File: src/rtl/nv_nvdla_mcif_write_eg_resp.sv
// MCIF write-response egress: registers B beats, pops the matching client context queue,
// returns credits and pulses write-complete. Optional error tracking under NVDLA_MCIF_WR_RESP_ERR_EN.
module nv_nvdla_mcif_write_eg_resp #(
   parameter int NUM_CLIENTS = 5,
   parameter int AXI_ID_W    = 8,
   parameter int CLIENT_ID_W = 3,
   parameter int LEN_W       = 2,
   parameter int ERR_CNT_W   = 8
) (
   input  logic                               nvdla_core_clk,
   input  logic                               nvdla_core_rst,
   input  logic                               noc2mcif_axi_b_bvalid,
   output logic                               noc2mcif_axi_b_bready,
   input  logic [AXI_ID_W-1:0]                noc2mcif_axi_b_bid,
   input  logic [1:0]                         noc2mcif_axi_b_bresp,
   input  logic [NUM_CLIENTS-1:0]             cq_rd_pvld,
   output logic [NUM_CLIENTS-1:0]             cq_rd_prdy,
   input  logic [NUM_CLIENTS*(LEN_W+1)-1:0]   cq_rd_pd,
   output logic [NUM_CLIENTS-1:0]             wr_rsp_complete,
   output logic                               eg2ig_axi_vld,
   output logic [LEN_W-1:0]                   eg2ig_axi_len,
   input  logic                               err_clr,
   output logic                               err_vld,
   output logic [1:0]                         err_code,
   output logic [CLIENT_ID_W-1:0]             err_client,
   output logic [ERR_CNT_W-1:0]               err_cnt
);

   localparam int PD_W = LEN_W + 1;

   logic                   iflopVld_q;
   logic [CLIENT_ID_W-1:0] iflopId_q;
   logic [NUM_CLIENTS-1:0] hit;
   logic [NUM_CLIENTS-1:0] pop;
   logic [NUM_CLIENTS-1:0] complete_d;
   logic [NUM_CLIENTS-1:0] complete_q;
   logic [LEN_W-1:0]       lenSel;
   logic                   outOfRange;
   logic                   orphan;
   logic                   badId;
   logic                   unusedBidHi;

   assign noc2mcif_axi_b_bready = 1'b1;
   assign unusedBidHi = ^noc2mcif_axi_b_bid[AXI_ID_W-1:CLIENT_ID_W];

   always_ff @(posedge nvdla_core_clk or posedge nvdla_core_rst) begin
      if (nvdla_core_rst) begin
         iflopVld_q <= 1'b0;
         iflopId_q  <= '0;
      end else begin
         iflopVld_q <= noc2mcif_axi_b_bvalid;
         if (noc2mcif_axi_b_bvalid) begin
            iflopId_q <= noc2mcif_axi_b_bid[CLIENT_ID_W-1:0];
         end
      end
   end

   // Only a hit on a non-empty queue pops; orphans and out-of-range IDs return a zero-length credit.
   always_comb begin
      hit        = '0;
      pop        = '0;
      complete_d = '0;
      lenSel     = '0;
      for (int i = 0; i < NUM_CLIENTS; i++) begin
         hit[i]        = iflopVld_q && (iflopId_q == CLIENT_ID_W'(i));
         pop[i]        = hit[i] & cq_rd_pvld[i];
         complete_d[i] = pop[i] & cq_rd_pd[i*PD_W];
         if (pop[i]) begin
            lenSel = lenSel | cq_rd_pd[i*PD_W+1 +: LEN_W];
         end
      end
   end

   assign outOfRange = iflopVld_q && (32'(iflopId_q) >= NUM_CLIENTS);
   assign orphan     = |(hit & ~cq_rd_pvld);
   assign badId      = outOfRange | orphan;

   assign cq_rd_prdy    = pop;
   assign eg2ig_axi_vld = iflopVld_q;
   assign eg2ig_axi_len = lenSel;

   always_ff @(posedge nvdla_core_clk or posedge nvdla_core_rst) begin
      if (nvdla_core_rst) begin
         complete_q <= '0;
      end else begin
         complete_q <= complete_d;
      end
   end

   assign wr_rsp_complete = complete_q;

`ifdef NVDLA_MCIF_WR_RESP_ERR_EN
   logic [1:0]             iflopResp_q;
   logic [1:0]             beatCode;
   logic                   beatErr;
   logic                   errVld_q;
   logic [1:0]             errCode_q;
   logic [CLIENT_ID_W-1:0] errClient_q;
   logic [ERR_CNT_W-1:0]   errCnt_q;

   always_ff @(posedge nvdla_core_clk or posedge nvdla_core_rst) begin
      if (nvdla_core_rst) begin
         iflopResp_q <= '0;
      end else if (noc2mcif_axi_b_bvalid) begin
         iflopResp_q <= noc2mcif_axi_b_bresp;
      end
   end

   always_comb begin
      beatCode = 2'd0;
      if (badId) begin
         beatCode = 2'd3;
      end else if (iflopResp_q == 2'b11) begin
         beatCode = 2'd2;
      end else if (iflopResp_q == 2'b10) begin
         beatCode = 2'd1;
      end
   end

   assign beatErr = iflopVld_q && (beatCode != 2'd0);

   // A clear in the same cycle as a new error wipes the old state first, so the new error is captured.
   always_ff @(posedge nvdla_core_clk or posedge nvdla_core_rst) begin
      if (nvdla_core_rst) begin
         errVld_q    <= 1'b0;
         errCode_q   <= '0;
         errClient_q <= '0;
         errCnt_q    <= '0;
      end else begin
         if (err_clr) begin
            errVld_q    <= 1'b0;
            errCode_q   <= '0;
            errClient_q <= '0;
            errCnt_q    <= '0;
         end
         if (beatErr) begin
            if (err_clr || !errVld_q) begin
               errVld_q    <= 1'b1;
               errCode_q   <= beatCode;
               errClient_q <= iflopId_q;
            end
            if (err_clr) begin
               errCnt_q <= ERR_CNT_W'(1);
            end else if (errCnt_q != '1) begin
               errCnt_q <= errCnt_q + ERR_CNT_W'(1);
            end
         end
      end
   end

   assign err_vld    = errVld_q;
   assign err_code   = errCode_q;
   assign err_client = errClient_q;
   assign err_cnt    = errCnt_q;
`else
   logic unusedErrIn;

   assign unusedErrIn = ^{noc2mcif_axi_b_bresp, err_clr};
   assign err_vld     = 1'b0;
   assign err_code    = '0;
   assign err_client  = '0;
   assign err_cnt     = '0;
`endif

endmodule

File: config.mk
export PLATFORM = sky130hd
export DESIGN_NAME = nv_nvdla_mcif_write_eg_resp
export DESIGN_NICKNAME = d
export VERILOG_FILES = /design/src/rtl/nv_nvdla_mcif_write_eg_resp.sv
export SDC_FILE = /design/constraint.sdc
export NUM_CORES = 1
export LEC_CHECK = 0
export CELL_PAD_IN_SITES_DETAIL_PLACEMENT = 0
export CELL_PAD_IN_SITES_GLOBAL_PLACEMENT = 1
export CORE_ASPECT_RATIO = 0.5
export CORE_MARGIN = 5
export CORE_UTILIZATION = 18
export CTS_CLUSTER_DIAMETER = 100
export DETAILED_ROUTE_END_ITERATION = 16
export PLACE_DENSITY_LB_ADDON = 0.1
export SYNTH_ARGS = -nofsm -noshare
export SYNTH_HDL_FRONTEND = slang
export SYNTH_SLANG_ARGS = --single-unit
File: constraint.sdc
create_clock -name nvdla_core_clk -period 2 [get_ports nvdla_core_clk]
set_input_delay 0.4 -clock nvdla_core_clk [delete_from_list [all_inputs] [get_ports nvdla_core_clk]]
set_output_delay 0.4 -clock nvdla_core_clk [all_outputs]
set_load 0.05 [all_outputs]
==> results of run 1 <==
-- flip-flops by register name, indices dropped and copies added, names as in the netlist --
signal           flops
eg2ig_axi_vld        1
iflopId_q            3
wr_rsp_complete      5
-- per-layer routing --
layer | vias up | wire [um] | global-route usage, %
met5 | - | 0 | 0
met4 | 0 | 25 | 2.33
met2 | 24 | 895 | 14.2
met1 | 203 | 562 | 8.76
met3 | 2 | 143 | 3.20
li1 | 222 | - | -
-- cells by family (layout without fill, tap and decap cells) --
family | count (synthesis) | after routing
other | 2 | 15
AOI/OAI and AO/OA | 4 | 4
and+or+nand+nor | 17 | 17
DFF | 9 | 9
buffers and inverters | 16 | 43
muxes | 3 | 3
-- cell usage after synthesis, drive strengths merged --
cell and instances:
a22oi 4, and2 5, and3 2, and4 2, and4b 1, buf 15
conb 2, dfrtp 9, inv 1, mux2 3, nand2 2, nand3 2
nor2 1, nor2b 2
-- timing repair --
action / in CTS / in global routing
gates resized for setup: 0 / 4
endpoints found under the hold margin: 0 / 0
setup endpoints to repair: 0 / 2
-- final timing paths --
check                                  endpoint  cells past startpoint            from  slack (ns)
setup / recovery               eg2ig_axi_len[0]                      5   eg2ig_axi_vld        0.07
hold / removal                     iflopId_q[0]                      2  nvdla_core_rst        0.45
setup reg to reg             wr_rsp_complete[1]                      3   eg2ig_axi_vld        0.88
hold reg to reg                    iflopId_q[0]                      1    iflopId_q[0]        0.55
max in group asynchronous         eg2ig_axi_vld                      2  nvdla_core_rst        1.27
min in group nvdla_core_clk        iflopId_q[0]                      1    iflopId_q[0]        0.55
-- critical path, stage by stage (launching register included) --
cell	delay, ns
sky130_fd_sc_hd__dfrtp_2	0.41
sky130_fd_sc_hd__nor2b_2	0.17
sky130_fd_sc_hd__and3_2	0.26
sky130_fd_sc_hd__a22oi_2	0.18
sky130_fd_sc_hd__nand3_2	0.12
sky130_fd_sc_hd__buf_12	0.16
-- power by group --
group	leakage, nW	switching (mW)	internal [mW]
Sequential	0.115	0.00708	0.192
Clock	0.0228	0.0648	0.138
Combinational	0.318	0.119	0.0823
-- per-stage QoR --
step | TNS [ns] | utilization (%) | hold slack [ns] | instance area [sq um]
after floorplan | 0 | - | 0.228 | 592
after global placement | 0 | 36.1 | 0.546 | 976
after detailed placement | 0 | 36.1 | 0.543 | 976
after CTS | 0 | 37.8 | 0.458 | 1020
after global routing | -0.00127 | 38.6 | 0.504 | 1040
final | 0 | 38.6 | 0.450 | 1040
-- area by class of cell --
class                           instances  area share [%]
Timing Repair Buffer                   38            43.3
Multi-Input combinational cell         39            25.8
Sequential cell                         9            21.8
Tap cell                               37            4.45
Clock buffer                            4            4.33
Inverter                                1           0.361
==> summary.txt, run 1 <==
result of the run = completed
count of buffers inserted at the top-level ports = 38
Cell variety after synth = 17
total DRC errors in the routed layout = 0
grt ovf = 0
fill count = 285
core region area = 0.00270 sq mm
area taken by flip-flops and latches = 226 sq um
mux cell area share after synthesis = 6.35%
pin count of the biggest net entering global routing = 10
element type at the critical path start = flop
number of CTS-inserted buffers = 3
area occupied by multi-input gates = 269 sq um
type of element capturing the critical path = primary output
count of pins over their slew limit = 0
Worst-path clk slew = 0.04 ns
average cell area after synthesis = 10.4 sq um
clock latency at the later pin of the worst-skew pair = 0.23 ns
weighted congestion reported at the end of routability-driven placement = 0.665
share of final-layout standard cells stronger than drive strength 1 = 29.7%
horizontal die dimension = 86.9 um
count of antenna-violating nets left after detailed routing = 0
overall fraction of global-route tracks in use = 8.02%
H-tree levels = 1
total detailed-routing wirelength = 1630 um
CP max FO = 4
Cells after DPL = 124
data arrival time at the worst-slack endpoint = 1.53 ns
post-synth top area cell = sky130_fd_sc_hd__dfrtp_1
adder and majority gate portion of the synthesized area = 0%
P&R area growth vs syn = 95.8%
Final Setup Violations = 0
commonest non-fill, non-tap cell in the layout = sky130_fd_sc_hd__clkdlybuf4s50_1
worst slack after detailed placement = 0.0317 ns
Post-Syn Instances = 51
Post-CTS Setup Inserts = 0
post-layout worst setup margin = 0.0714 ns
filler-free cell count of the finished design = 128
number of vias in the routed layout = 451
ratio of total power to cell area = 580 mW/mm^2
endpoints failing hold = 0
Via-to-Cell Ratio = 3.52
top cell type's share of synthesized area = 42.4%
Worst VDD drop = 0.000216 V
number of flip-flops and latches in the synthesized netlist = 9
initial antenna violation count = 0
global-route wire length before repair = 2600 um
master cell of the clock root buffer = sky130_fd_sc_hd__clkbuf_8
sequential-to-total area share from yosys stat = 42.4%
total power of the final layout = 604 uW
area of the die = 0.00421 sq mm
final critical-path share of the clock period = 96.4%
Antenna Cells = 0
CTS tree = yes
xor-xnor portion of the synthesized cell area = 0%
Rows = 13
Crit Path Category = reg2out
number of global-route vias before repair = 498
fraction of the mapped netlist area in simple logic gates = 22.4%
y dimension of the die = 48.4 um
worst slew pin tran = 0.500 ns
number of max-cap violations = 0
DR WL/cell = 12.7 um
number of buffers added to fix hold violations after cts = 0
commonest cells after routing, fill and taps aside = 31 x sky130_fd_sc_hd__clkdlybuf4s50_1, 15 x sky130_fd_sc_hd__conb_1, 8 x sky130_fd_sc_hd__dfrtp_1
netlist area before placement = 532 sq um
final worst path period need = 1.93 ns
max frequency = 519 MHz
max-slew headroom at the worst pin = 66.6%
Area contributors post-synth = sky130_fd_sc_hd__dfrtp_1 42%, sky130_fd_sc_hd__buf_4 21%, sky130_fd_sc_hd__mux2_2 6.4%, sky130_fd_sc_hd__a22oi_1 5.6%, sky130_fd_sc_hd__and2_1 4.7%
starting utilization of the core area = 19.7%
hpwl dp = 1430 um
share of the synthesized area in compound gates (AO/OA/AOI/OAI) = 5.65%
top-level I/O count = 62
Synthesis Warnings = 0
Num Clock Sinks = 9
initial detailed-routing violation count = 12
leak pwr = 0.456 nW
critical path data required time = 1.60 ns
Fin Clk Skew = 0.00294 ns
type of the most critical hold path = in2async
clock buffer depth = 2
final layout net count = 126
combinational family with the most area after synthesis = simple AND/OR/NAND/NOR gates
number of search-and-repair iterations in the first detailed-routing pass = 2
(Power assumes the default switching activity.)
==> inputs of run 2 (changes only) <==
==> config.mk (replaced) <==
export PLATFORM = sky130hd
export DESIGN_NAME = nv_nvdla_mcif_write_eg_resp
export DESIGN_NICKNAME = d
export VERILOG_FILES = /design/src/rtl/nv_nvdla_mcif_write_eg_resp.sv
export SDC_FILE = /design/constraint.sdc
export NUM_CORES = 1
export LEC_CHECK = 0
export CORE_MARGIN = 5
export CORE_UTILIZATION = 28
export CTS_CLUSTER_DIAMETER = 100
export DETAILED_ROUTE_END_ITERATION = 16
export PLACE_DENSITY = 0.83
export SYNTH_ARGS = -nofsm -noshare
export SYNTH_HDL_FRONTEND = slang
export SYNTH_SLANG_ARGS = --single-unit
==> run 2 against run 1 <==
Against the previous run: sequential power about the same; critical path depth unchanged; critical path type unchanged; wire length down 5.0%; core utilization up 19 points; clock skew down 0.0014 ns; largest power group is now combinational logic; sequential cell count unchanged; die area down 32%; clock-buffer cell count unchanged.
==> summary.txt, run 2 (synthesis results as in run 1) <==
result of the run = completed
DR WL/cell = 13.2 um (+4.0%)
global-route wire length before repair = 2240 um (-14%)
endpoints failing hold = 0 (unchanged)
logic depth of the worst setup path including buffers = 5 (unchanged)
Post-CTS Setup Inserts = 0 (unchanged)
commonest non-fill, non-tap cell in the layout = sky130_fd_sc_hd__clkdlybuf4s50_1
leak pwr = 0.451 nW (-1.1%)
initial antenna violation count = 0 (unchanged)
element type at the critical path start = flop
weighted congestion reported at the end of routability-driven placement = 0.729 (+9.6%)
y dimension of the die = 53.6 um (+11%)
setup repair after global routing missed its margin = no
number of search-and-repair iterations in the first detailed-routing pass = 4 (+2)
total DRC errors in the routed layout = 0 (unchanged)
horizontal die dimension = 53.6 um (-38%)
number of buffers added to fix hold violations after cts = 0 (unchanged)
CP Capture Point = eg2ig_axi_len[1]
CTS tree = yes
Rows = 15 (+2)
total power of the final layout = 534 uW (-11%)
post-layout worst setup margin = 0.0719 ns (+0.000477 ns)
Via-to-Cell Ratio = 4.09 (+16%)
number of CTS-inserted buffers = 3 (unchanged)
P&R area growth vs syn = 92.2%
Final Setup Violations = 0 (unchanged)
area of the die = 0.00287 sq mm (-32%)
max frequency = 519 MHz (about the same)
count of buffers inserted at the top-level ports = 38 (unchanged)
clock latency at the later pin of the worst-skew pair = 0.25 ns (+0.02 ns)
data arrival time at the worst-slack endpoint = 1.53 ns (about the same)
number of vias in the routed layout = 478 (+6.0%)
cell type group with the largest total delay on the critical path = simple AND/OR/NAND/NOR gates
slowest library cell on the worst path = sky130_fd_sc_hd__dfrtp_2
type of the most critical hold path = in2async
grt ovf = 0 (unchanged)
critical path data required time = 1.60 ns (about the same)
final critical-path share of the clock period = 96.4% (about the same)
count of pins over their slew limit = 0 (unchanged)
worst path buffer plus inverter count = 1 (unchanged)
Post-Route Utilization = 57.9% (+19 points)
commonest cells after routing, fill and taps aside = 31 x sky130_fd_sc_hd__clkdlybuf4s50_1, 15 x sky130_fd_sc_hd__conb_1, 8 x sky130_fd_sc_hd__dfrtp_1
Critical Path Start = eg2ig_axi_vld
cell chain of the critical path = nor2b_2 -> and4b_4 -> a22oi_2 -> nand3_2 -> buf_12
initial detailed-routing violation count = 1 (-11)
Reg2Reg Setup Slack = 0.90 ns (+0.02 ns)
clock buffer depth = 2 (unchanged)
Crit Path Category = reg2out
pin count of the biggest net entering global routing = 10 (unchanged)
fill count = 178 (-38%)
flip-flop count of the largest register after layout = 5 (unchanged)
Num Clock Sinks = 9 (unchanged)
worst slew pin tran = 0.505 ns (+0.00502 ns)
RR Endpoint = wr_rsp_complete[4]
Worst-path clk slew = 0.06 ns (+0.02 ns)
Fin Clk Skew = 0.00155 ns (-0.00139 ns)
overall fraction of global-route tracks in use = 11.3% (+3.3 points)
share of final-layout standard cells stronger than drive strength 1 = 30.4% (+0.76 points)
Worst VDD drop = 0.000428 V (+98%)
ratio of total power to cell area = 523 mW/mm^2 (-9.9%)
CP max FO = 4 (unchanged)
type of element capturing the critical path = primary output
H-tree levels = 1 (unchanged)
reg-to-reg startpoint = eg2ig_axi_vld
number of max-cap violations = 0 (unchanged)
number of global-route vias before repair = 516 (+3.6%)
final worst path period need = 1.93 ns (-0.000477 ns)
hpwl dp = 1390 um (-2.8%)
core region area = 0.00176 sq mm (-35%)
count of antenna-violating nets left after detailed routing = 0 (unchanged)
final-layout setup total negative slack = 0 ns (unchanged)
max-slew headroom at the worst pin = 66.2% (-0.34 points)
starting utilization of the core area = 30.1% (+10 points)
final layout net count = 127 (+0.79%)
Antenna Cells = 0 (unchanged)
worst r2r path cells = 3 (unchanged)
master cell of the clock root buffer = sky130_fd_sc_hd__clkbuf_4
Hold Slack = 0.412 ns (-0.0382 ns)
top-level I/O count = 62 (unchanged)
crit-path max cell delay = 0.42 ns (about the same)
worst slack after detailed placement = 0.0296 ns (-0.00212 ns)
total detailed-routing wirelength = 1550 um (-5.0%)
[run 2: cell count changes in the layout (fill, tap and decap cells not counted)]
cell,change
sky130_fd_sc_hd__and3_2,-2
sky130_fd_sc_hd__and3_4,+2
sky130_fd_sc_hd__buf_4,+1
sky130_fd_sc_hd__clkbuf_4,+3
sky130_fd_sc_hd__clkbuf_8,-3
[run 2: how the worst min path moves through the flow]
stage / to / slack (ns) / start / depth (start not counted)
2_1_floorplan: iflopId_q[0] / 0.23 / nvdla_core_rst / 1
4_1_cts: wr_rsp_complete[4] / 0.41 / nvdla_core_rst / 2
3_3_place_gp: iflopId_q[0] / 0.53 / iflopId_q[0] / 1
6_report: wr_rsp_complete[0] / 0.41 / nvdla_core_rst / 2
5_1_grt: wr_rsp_complete[4] / 0.44 / nvdla_core_rst / 2
3_5_place_dp: iflopId_q[0] / 0.54 / iflopId_q[0] / 1
[run 2: final cells by class]
type | instances | area, sq um | area share, %
Timing Repair Buffer | 39 | 458 | 44.8
Tap cell | 25 | 31.3 | 3.06
Multi-Input combinational cell | 39 | 277 | 27.1
Clock buffer | 4 | 26.3 | 2.57
Sequential cell | 9 | 226 | 22.2
Inverter | 1 | 3.75 | 0.367
[run 2: report_power, final]
part           switching, mW  total [mW]  internal [mW]
combinational          0.120       0.204         0.0837
sequential           0.00722       0.198          0.191
clock                 0.0559       0.132         0.0764
total                  0.183       0.534          0.351
[run 2: per-stage QoR]
stage	instance area (sq um)	cells
2_1_floorplan	592	64
3_3_place_gp	968	113
3_5_place_dp	968	113
4_1_cts	1010	117
5_1_grt	1020	117
6_report	1020	117
[run 2: per-layer routing]
metal	wire, um	share of wire [%]	GRT usage (%)	vias to the layer above
met5	0	0	0	-
met4	0	0	2.98	0
met3	187	12	6.65	0
met2	925	60	22.2	29
met1	432	28	9.35	225
li1	-	-	-	224
[run 2: worst register-to-register path: stages (launching register included)]
cell	delay [ns]
sky130_fd_sc_hd__dfrtp_2	0.42
sky130_fd_sc_hd__nor2b_2	0.17
sky130_fd_sc_hd__and4b_4	0.22
sky130_fd_sc_hd__and2_2	0.19
[run 2: repair_timing]
action / CTS / global route
gates resized for setup: 4 / 2
pin swaps: 0 / 4
endpoints found under the hold margin: 0 / 0
gates cloned: 0 / 0
setup endpoints to repair: 2 / 2
==> inputs of run 3 (changes only) <==
--- a/config.mk
+++ b/config.mk
@@ -5,7 +5,7 @@
 export SDC_FILE = /design/constraint.sdc
 export NUM_CORES = 1
 export LEC_CHECK = 0
-export CORE_MARGIN = 5
+export CORE_MARGIN = 3
 export CORE_UTILIZATION = 28
 export CTS_CLUSTER_DIAMETER = 100
 export DETAILED_ROUTE_END_ITERATION = 16
==> run 3 against run 2 <==
Against the previous run: non-clock buffer count grew 1; wire length shrank 15%; sequential share of layout area is the same; register-to-register slack lost 0.02 ns; design area is the same; via count shrank 1.3%; setup slack gained 0.0039 ns; fmax grew 0.20%; final cell count grew 0.85%; largest power group unchanged; highest routed layer is now met4.
==> summary.txt, run 3 (synthesis results as in run 1) <==
DR WL/cell = 11.1 um (-16%)
global-route wire length before repair = 2080 um (-7.4%)
share of final-layout standard cells stronger than drive strength 1 = 31.2% (+0.75 points)
core region area = 0.00176 sq mm (unchanged)
fill count = 172 (-3.4%)
final-layout setup total negative slack = 0 ns (unchanged)
initial detailed-routing violation count = 3 (+2)
number of CTS-inserted buffers = 3 (unchanged)
final worst path period need = 1.92 ns (-0.00390 ns)
slowest library cell on the worst path = sky130_fd_sc_hd__dfrtp_2
GR Util met1 = 10.0% (+0.67 points)
type of the most critical hold path = in2async
cell chain of the critical path = nor2b_2 -> and4b_4 -> a22oi_2 -> nand3_2 -> buf_12
pin count of the biggest net entering global routing = 10 (unchanged)
final layout net count = 128 (+0.79%)
Final Setup Violations = 0 (unchanged)
Worst VDD drop = 0.000307 V (-28%)
ratio of total power to cell area = 520 mW/mm^2 (-0.46%)
H-tree levels = 1 (unchanged)
Hold Slack = 0.417 ns (+0.00499 ns)
data arrival time at the worst-slack endpoint = 1.52 ns (about the same)
P&R area growth vs syn = 92.2% (unchanged)
commonest cells after routing, fill and taps aside = 31 x sky130_fd_sc_hd__clkdlybuf4s50_1, 15 x sky130_fd_sc_hd__conb_1, 8 x sky130_fd_sc_hd__dfrtp_1
reg-to-reg startpoint = eg2ig_axi_vld
number of buffers added to fix hold violations after cts = 0 (unchanged)
CP max FO = 4 (unchanged)
Post-CTS Setup Inserts = 0 (unchanged)
number of global-route vias before repair = 457 (-11%)
critical path data required time = 1.60 ns (about the same)
result of the run = completed
GRT busiest layer = met2
total power of the final layout = 532 uW (-0.46%)
global-route track usage on met2 = 22.7% (+0.44 points)
final critical-path share of the clock period = 96.2% (-0.20 points)
hpwl dp = 1170 um (-16%)
starting utilization of the core area = 30.1% (unchanged)
master cell of the clock root buffer = sky130_fd_sc_hd__clkbuf_4
Num Clock Sinks = 9 (unchanged)
y dimension of the die = 49.6 um (-7.5%)
clock latency at the later pin of the worst-skew pair = 0.26 ns (about the same)
initial antenna violation count = 0 (unchanged)
element type at the critical path start = flop
count of pins over their slew limit = 0 (unchanged)
top-level I/O count = 62 (unchanged)
CTS tree = yes
number of search-and-repair iterations in the first detailed-routing pass = 3 (-1)
total DRC errors in the routed layout = 0 (unchanged)
Worst-path clk slew = 0.05 ns (about the same)
total detailed-routing wirelength = 1310 um (-15%)
leak pwr = 0.460 nW (+1.8%)
setup repair after global routing missed its margin = no
weighted congestion reported at the end of routability-driven placement = 0.712 (-2.4%)
overall fraction of global-route tracks in use = 11.6% (+0.31 points)
Rows = 15 (unchanged)
crit-path max cell delay = 0.41 ns (about the same)
count of antenna-violating nets left after detailed routing = 0 (unchanged)
max frequency = 520 MHz (+0.20%)
Critical Path Start = eg2ig_axi_vld
Via-to-Cell Ratio = 4.00 (-2.1%)
clock buffer depth = 2 (unchanged)
number of max-cap violations = 0 (unchanged)
type of element capturing the critical path = primary output
Antenna Cells = 0 (unchanged)
area of the die = 0.00246 sq mm (-14%)
horizontal die dimension = 49.6 um (-7.5%)
endpoints failing hold = 0 (unchanged)
Fin Clk Skew = 0.00310 ns (+0.00156 ns)
number of vias in the routed layout = 472 (-1.3%)
grt ovf = 0 (unchanged)
GR Util met3 = 5.44% (-1.2 points)
worst path buffer plus inverter count = 1 (unchanged)
count of buffers inserted at the top-level ports = 38 (unchanged)
flip-flop count of the largest register after layout = 5 (unchanged)
cell type group with the largest total delay on the critical path = simple AND/OR/NAND/NOR gates
Crit Path Category = reg2out
commonest non-fill, non-tap cell in the layout = sky130_fd_sc_hd__clkdlybuf4s50_1
-- run 3: cell types whose count changed in the layout (fill, tap and decap cells not counted) --
cell / before / now
sky130_fd_sc_hd__and3_2: 0 / 2
sky130_fd_sc_hd__and3_4: 2 / 0
sky130_fd_sc_hd__buf_4: 1 / 2
-- run 3: layout make-up --
cell class / instances / area, sq um / area share [%]
Inverter: 1 / 3.75 / 0.367
Sequential cell: 9 / 226 / 22.2
Clock buffer: 4 / 26.3 / 2.57
Multi-Input combinational cell: 39 / 269 / 26.3
Timing Repair Buffer: 40 / 465 / 45.5
Tap cell: 25 / 31.3 / 3.06
-- run 3: what timing repair did --
action	CTS	global route
endpoints found under the setup margin	1	2
cloned	0	0
gates resized for setup	2	2
pin swaps	0	2
-- run 3: through the flow --
stage	setup WS, ns	instance area, sq um	std cells	utilization (%)
5_1_grt	0.000814	1020	118	57.9
4_1_cts	0.00732	1010	118	57.4
6_report	0.0758	1020	118	57.9
3_3_place_gp	0.0140	976	114	55.3
3_5_place_dp	0.0385	976	114	55.3
2_1_floorplan	0.0947	592	64	-
-- run 3: path summary, 6_finish.rpt --
kind                            slack (ns)                 end  cells after the start
worst max-delay path                  0.08    eg2ig_axi_len[0]                      5
worst min-delay path                  0.42        iflopId_q[2]                      2
worst max register to register        0.88  wr_rsp_complete[0]                      3
worst min register to register        0.54        iflopId_q[0]                      1
max in group asynchronous             1.31       eg2ig_axi_vld                      2
min in group nvdla_core_clk           0.54        iflopId_q[0]                      1
-- run 3: power breakdown --
part	switching (mW)	total, mW	internal [mW]
registers	0.00693	0.198	0.191
clock network	0.0556	0.132	0.0763
logic	0.118	0.202	0.0835
total	0.181	0.532	0.351
-- run 3: routing by layer --
layer	share of wire, %	up-vias
li1	-	225
met1	30	224
met2	62	21
met3	6.8	2
met4	0.84	0
met5	0	-
